==> src/rtl/updi_transaction_engine.sv <==
// UPDI transaction engine.
// Runs one complete UPDI transaction per accepted start pulse: SYNC (0x55), opcode, then
// tx_len payload bytes. Every transmitted byte comes back on the half-duplex line and is
// popped as an echo. Payload byte i is optionally followed by an ACK (0x40) wait, and an
// optional rx_len-byte response is moved from the UART RX FIFO to the response FIFO.
// Waits on the RX line time out after TIMEOUT_CYCLES empty cycles. The first error aborts
// the transaction, and the result is reported with a one-cycle done pulse.
//
// Ports:
//   clk, rst             clock, synchronous active-high reset
//   opcode, tx_data,     transaction description, sampled on an accepted start
//   tx_len, ack_mask,
//   rx_len
//   start / ready        request / engine idle
//   done                 one-cycle completion pulse
//   error, error_code    0 none, 1 echo mismatch, 2 bad ACK, 3 timeout; held until next start
//   out_rx_fifo_*        response FIFO push side
//   uart_rx_fifo_*       UART RX FIFO pop side (first-word-fall-through)
//   uart_tx_fifo_*       UART TX FIFO push side
//
// Build option: define UPDI_ECHO_CHECK_EN to compare every echo against the byte sent.
// Without it, echoes are popped and discarded.
module updi_transaction_engine #(
  parameter int unsigned MAX_DATA_SIZE  = 16,
  parameter int unsigned LEN_BITS       = $clog2(MAX_DATA_SIZE + 1),
  parameter int unsigned TIMEOUT_CYCLES = 65535,
  parameter int unsigned TIMEOUT_BITS   = $clog2(TIMEOUT_CYCLES + 1)
) (
  input  logic                          clk,
  input  logic                          rst,
  input  logic [7:0]                    opcode,
  input  logic [MAX_DATA_SIZE-1:0][7:0] tx_data,
  input  logic [LEN_BITS-1:0]           tx_len,
  input  logic [MAX_DATA_SIZE-1:0]      ack_mask,
  input  logic [LEN_BITS-1:0]           rx_len,
  input  logic                          start,
  output logic                          ready,
  output logic                          done,
  output logic                          error,
  output logic [1:0]                    error_code,
  output logic [7:0]                    out_rx_fifo_data,
  output logic                          out_rx_fifo_wr_en,
  input  logic                          out_rx_fifo_full,
  input  logic [7:0]                    uart_rx_fifo_data,
  output logic                          uart_rx_fifo_rd_en,
  input  logic                          uart_rx_fifo_empty,
  output logic [7:0]                    uart_tx_fifo_data,
  output logic                          uart_tx_fifo_wr_en,
  input  logic                          uart_tx_fifo_full
);

  localparam logic [7:0]              SyncByte = 8'h55;
  localparam logic [7:0]              AckByte  = 8'h40;
  localparam logic [LEN_BITS-1:0]     MaxLen   = LEN_BITS'(MAX_DATA_SIZE);
  localparam logic [LEN_BITS-1:0]     LenOne   = LEN_BITS'(1);
  localparam logic [TIMEOUT_BITS-1:0] ToLast   = TIMEOUT_BITS'(TIMEOUT_CYCLES - 1);
  localparam logic [1:0] ErrNone = 2'd0, ErrEcho = 2'd1, ErrAck = 2'd2, ErrTimeout = 2'd3;

  typedef enum logic [2:0] {StIdle, StSend, StEcho, StAck, StRx, StFin} state_e;
  // Which byte of the outgoing stream is current.
  typedef enum logic [1:0] {PhSync, PhOp, PhData} phase_e;

  state_e                          state_q, adv_state, post_state;
  phase_e                          phase_q, adv_phase;
  logic [7:0]                      opcode_q;
  logic [MAX_DATA_SIZE-1:0][7:0]   tx_data_q;  // shifted down so the current byte is [0]
  logic [MAX_DATA_SIZE-1:0]        ack_mask_q; // shifted in step with tx_data_q
  logic [LEN_BITS-1:0]             tx_rem_q;   // payload bytes left, including the current one
  logic [LEN_BITS-1:0]             rx_rem_q;
  logic [TIMEOUT_BITS-1:0]         to_cnt_q;
  logic [1:0]                      error_code_q;

  logic [7:0] tx_byte;
  logic       rx_avail;
  logic       to_hit;
  logic       echo_bad;

  always_comb begin
    unique case (phase_q)
      PhSync:  tx_byte = SyncByte;
      PhOp:    tx_byte = opcode_q;
      default: tx_byte = tx_data_q[0];
    endcase
  end

  assign rx_avail = !uart_rx_fifo_empty;
  // Only used while the RX FIFO is empty: this cycle is the TIMEOUT_CYCLES-th empty one.
  assign to_hit   = (to_cnt_q == ToLast);

`ifdef UPDI_ECHO_CHECK_EN
  assign echo_bad = (uart_rx_fifo_data != tx_byte);
`else
  assign echo_bad = 1'b0;
`endif

  // Where to go once the current byte (and its ACK, if any) is finished.
  always_comb begin
    post_state = (rx_rem_q != '0) ? StRx : StFin;
    adv_state  = post_state;
    adv_phase  = phase_q;
    unique case (phase_q)
      PhSync: begin
        adv_state = StSend;
        adv_phase = PhOp;
      end
      PhOp: begin
        if (tx_rem_q != '0) begin
          adv_state = StSend;
          adv_phase = PhData;
        end
      end
      default: begin
        if (tx_rem_q > LenOne) adv_state = StSend;
      end
    endcase
  end

  assign ready              = (state_q == StIdle);
  assign done               = (state_q == StFin);
  assign error              = (error_code_q != ErrNone);
  assign error_code         = error_code_q;
  assign uart_tx_fifo_wr_en = (state_q == StSend) && !uart_tx_fifo_full;
  assign uart_tx_fifo_data  = (state_q == StSend) ? tx_byte : 8'h00;
  assign out_rx_fifo_wr_en  = (state_q == StRx) && rx_avail && !out_rx_fifo_full;
  assign out_rx_fifo_data   = out_rx_fifo_wr_en ? uart_rx_fifo_data : 8'h00;
  assign uart_rx_fifo_rd_en = ((state_q == StEcho || state_q == StAck) && rx_avail) ||
                              out_rx_fifo_wr_en;

  always_ff @(posedge clk) begin
    if (rst) begin
      state_q      <= StIdle;
      phase_q      <= PhSync;
      opcode_q     <= 8'h00;
      tx_data_q    <= '0;
      ack_mask_q   <= '0;
      tx_rem_q     <= '0;
      rx_rem_q     <= '0;
      to_cnt_q     <= '0;
      error_code_q <= ErrNone;
    end else begin
      unique case (state_q)
        StIdle: begin
          to_cnt_q <= '0;
          if (start) begin
            opcode_q     <= opcode;
            tx_data_q    <= tx_data;
            ack_mask_q   <= ack_mask;
            tx_rem_q     <= (tx_len > MaxLen) ? MaxLen : tx_len;
            rx_rem_q     <= rx_len;
            phase_q      <= PhSync;
            error_code_q <= ErrNone;
            state_q      <= StSend;
          end
        end
        StSend: begin
          to_cnt_q <= '0;
          if (!uart_tx_fifo_full) state_q <= StEcho;
        end
        StEcho, StAck: begin
          if (rx_avail) begin
            to_cnt_q <= '0;
            if (state_q == StEcho && echo_bad) begin
              error_code_q <= ErrEcho;
              state_q      <= StFin;
            end else if (state_q == StAck && uart_rx_fifo_data != AckByte) begin
              error_code_q <= ErrAck;
              state_q      <= StFin;
            end else if (state_q == StEcho && phase_q == PhData && ack_mask_q[0]) begin
              state_q <= StAck;
            end else begin
              state_q <= adv_state;
              phase_q <= adv_phase;
              if (phase_q == PhData) begin
                tx_data_q  <= tx_data_q >> 8;
                ack_mask_q <= ack_mask_q >> 1;
                tx_rem_q   <= tx_rem_q - LenOne;
              end
            end
          end else if (to_hit) begin
            error_code_q <= ErrTimeout;
            state_q      <= StFin;
          end else begin
            to_cnt_q <= to_cnt_q + TIMEOUT_BITS'(1);
          end
        end
        StRx: begin
          if (rx_avail) begin
            // A full response FIFO stalls the transfer without advancing the timeout.
            if (!out_rx_fifo_full) begin
              to_cnt_q <= '0;
              rx_rem_q <= rx_rem_q - LenOne;
              if (rx_rem_q == LenOne) state_q <= StFin;
            end
          end else if (to_hit) begin
            error_code_q <= ErrTimeout;
            state_q      <= StFin;
          end else begin
            to_cnt_q <= to_cnt_q + TIMEOUT_BITS'(1);
          end
        end
        StFin:   state_q <= StIdle;
        default: state_q <= StIdle;
      endcase
    end
  end

endmodule

==> config.mk <==
export PLATFORM = sky130hd
export DESIGN_NAME = updi_transaction_engine
export DESIGN_NICKNAME = d
export VERILOG_FILES = /design/src/rtl/updi_transaction_engine.sv
export SDC_FILE = /design/constraint.sdc
export NUM_CORES = 1
export LEC_CHECK = 0
export ABC_CLOCK_PERIOD_IN_PS = 4000
export CELL_PAD_IN_SITES_DETAIL_PLACEMENT = 2
export CELL_PAD_IN_SITES_GLOBAL_PLACEMENT = 2
export CORE_ASPECT_RATIO = 0.8
export CORE_UTILIZATION = 30
export CTS_CLUSTER_SIZE = 20
export DETAILED_ROUTE_END_ITERATION = 10
export HOLD_SLACK_MARGIN = 0.06
export PLACE_DENSITY_LB_ADDON = 0.1
export SLEW_MARGIN = 20
export SYNTH_ARGS = -nofsm -noshare
export SYNTH_HDL_FRONTEND = slang
export SYNTH_SLANG_ARGS = --single-unit
==> constraint.sdc <==
create_clock -name clk -period 4 [get_ports clk]
set_input_delay 1 -clock clk [delete_from_list [all_inputs] [get_ports clk]]
set_output_delay 1 -clock clk [all_outputs]
set_load 0.1 [all_outputs]
==> results by group <==
Run status
  • Status: finished clean

Yosys
  • Post-synth EDFFs: 0
  • Yosys top cell area share: between 40% and 50%
  • Mapped Area: roughly 8600 µm²
  • Async set-reset flop share out of synthesis: 0%
  • Number of library cell types mapped by synthesis: between 40 and 50
  • Yosys top cell by area: dfxtp_1
  • Syn Inst Count: ~1100
  • Synth Flop Type: dfxtp_1
  • Synth top cells by count: nand2_1 (298), dfxtp_1 (185), nor2_1 (180)
  • Ranking of synthesized cells by area: dfxtp_1 (43%), a311oi_1 (14%), nand2_1 (13%)
  • Synth warn: 0
  • Sequential share of the synthesized area: a little over two fifths
  • Syn nets: 1313
  • FF+latch count, synth: about 190
  • Most common cell in the netlist: nand2_1
  • Syn_area_per_cell: about 7.6 µm²

Clocking
  • Sink Count: about 190
  • Post-cts resize count: 0
  • Clock slew at reported path FFs: around 0.070 ns
  • Post-CTS Setup Inserts: 0
  • CTS tree: done
  • CTS Hold Bufs: 0
  • Clock root cell: clkbuf_16
  • CTS H-tree depth: 4
  • Worst-case clock buffer depth: 2
  • Worst-Skew Late Latency: ~0.43 ns
  • TritonCTS buffer count: 17

STA
  • Worst setup margin: 0.4529 ns
  • RSZ-0062 raised after global routing: no
  • Fmax: approximately 280 MHz
  • Fin. Hold Viols: 0
  • Worst Tran Pin Value: between 1 and 1.5 ns
  • Setup TNS Final: 0 ns
  • Clk_skew: between 0.008 and 0.009 ns
  • Post-layout min period: 3.547 ns
  • Final worst-path cycle share: ~90%
  • Setup Viol. Count Final: 0
  • Rel. slew slack: 27.39%
  • Count of pins over their slew limit: 0

Finish
  • Layout cells sized above 1: roughly 7.3%
  • Layout Cells excl Fill: around 1700
  • Nets: approximately 1500
  • Final Util: between 40% and 50%
  • FILL cells: about 3300
  • Synth-to-Final Area Change: 34.93%
  • Design area: roughly 12000 µm²

Critical path
  • Critical path data required time: around 3 ns
  • CP arrival: roughly 2.6 ns
  • Crit. End Element: primary output
  • CP startpoint kind: input pin
  • Slowest stage delay, CP: around 0.58 ns
  • Slowest CP cell: nor4_4
  • Critical-path cell list: clkdlybuf4s50_1 > nor4_4 > and2_2 > buf_12
  • FF-to-FF setup slack: 1.33 ns
  • Worst-path fanout max: 10
  • Cell family contributing the most delay on the critical path: simple AND/OR/NAND/NOR gates
  • Buf/Inv on CP: 2
  • Critical path class: in2out

Placed design
  • # placed instances: around 1600
  • Placement Cell Area: 11010 µm²
  • Pre-CTS setup slack: ~0.28 ns
  • Input/output buffers: ~200
  • Post-DP HPWL: ~21 mm
  • Gpl congestion: ~0.79

Floorplan
  • Die Area: between 20000 and 30000 µm²
  • Die width: 191.3 µm
  • Die Y: around 150 µm
  • IO Pins: 200
  • Num rows: 55
  • Core ar.: around 28000 µm²
  • Initial Utilization: 30.48%

Detailed routing
  • First-pass detailed-route iteration total: 4
  • DRT antenna net count: 0
  • Vias per cell: around 5.2
  • DRC: 0
  • Vias: about 8600
  • Post-Route WL: between 30 and 40 mm
  • Wire length per cell: between 15 and 20 µm
  • DRT iter0 DRCs: 365

Global route
  • Initial antenna violation count: 3
  • Vias in the first global route: between 9000 and 10000
  • Largest net degree at the start of global routing: 93
  • First-pass GRT wire length: 48.33 mm
  • Total grt overflow: 0
  • GRT Overall Usage: 20.71%

Hold path
  • Worst hold-check path type: reg2reg

Power
  • Power density cells: approximately 500 nW/µm²
  • Leak pwr: roughly 4.2 nW
  • VDD IR max: 0.0002803 V

Flow run
  • Total of max-cap violations: 0
==> cells in the final DEF, fill, tap and decap left out, types with 16 or more instances in the layout <==
cell	n
o21ai_0	20
a311oi_1	135
dfxtp_1	185
buf_12	16
buf_4	27
a21oi_1	45
nor2_1	180
clkdlybuf4s50_1	177
clkbuf_16	17
nand2_1	298
==> registers in the layout, indices dropped and copies added, names as in the netlist <==
signal	flops
ack_mask_q	16
rx_rem_q	5
to_cnt_q	16
opcode_q	8
tx_rem_q	5
phase_q	2
state_q	3
tx_data_q	128
error_code	2
==> worst register-to-register path, cell delays in order (launching register included) <==
cell,delay (ns)
dfxtp_1,0.66
nor2b_4,0.17
buf_4,0.33
a2111oi_4,0.43
buf_12,0.30
buf_4,0.34
nor2_1,0.07
a311oi_1,0.27
==> routing by layer <==
layer	GRT usage, %	wire, µm	vias up
li1	-	-	4260
met1	28.21	15060	4186
met5	0	27	-
met3	3.789	976	25
met4	4.649	357	4
met2	33.76	13640	145
==> logic make-up after synthesis <==
family | after synthesis | synth area share [%]
compound gates | 252 | 22.30
mux | 1 | 0.1164
flops | 185 | 43.07
xor+xnor | 8 | 0.8148
buf+inv | 111 | 5.354
fa+ha+maj | 8 | 1.164
simple gates | 564 | 27.18
==> layout make-up <==
| class | count | area (µm²) | share of cell area (%) |
|---|---|---|---|
| Antenna cell | 1 | 2.502 | 0.02157 |
| Clock buffer | 19 | 452.9 | 3.903 |
| Clock inverter | 13 | 142.6 | 1.229 |
| Inverter | 15 | 56.30 | 0.4852 |
| Multi-Input combinational cell | 833 | 4477 | 38.58 |
| Sequential cell | 185 | 3704 | 31.92 |
| Tap cell | 370 | 462.9 | 3.990 |
| Timing Repair Buffer | 221 | 2306 | 19.87 |
==> path summary, 6_finish.rpt <==
check | start | to | cells after the start
max reg2reg | state_q[2]$_SDFFE_PP0P_ | tx_data_q[13]$_SDFFE_PP0P_ | 7
min | opcode_q[4]$_SDFFE_PP0P_ | opcode_q[4]$_SDFFE_PP0P_ | 2
min reg2reg | opcode_q[4]$_SDFFE_PP0P_ | opcode_q[4]$_SDFFE_PP0P_ | 2
max | out_rx_fifo_full | out_rx_fifo_data[1] | 4
==> where the power goes <==
part | leakage [nW] | total (mW) | switching [mW] | internal, mW
Combinational | 2.41 | 1.66 | 1.02 | 0.641
Sequential | 1.52 | 2.39 | 0.208 | 2.18
Clock | 0.296 | 1.76 | 0.795 | 0.964
Total | 4.23 | 5.81 | 2.02 | 3.79
==> stage by stage <==
step	power [mW]	hold slack, ns
floorplan	3.508	0.4319
global placement	4.037	0.4445
detailed placement	4.106	0.4563
CTS	5.889	0.4716
global route	6.178	0.4885
finish	5.809	0.4664
Power figures use the tool's default switching activity.
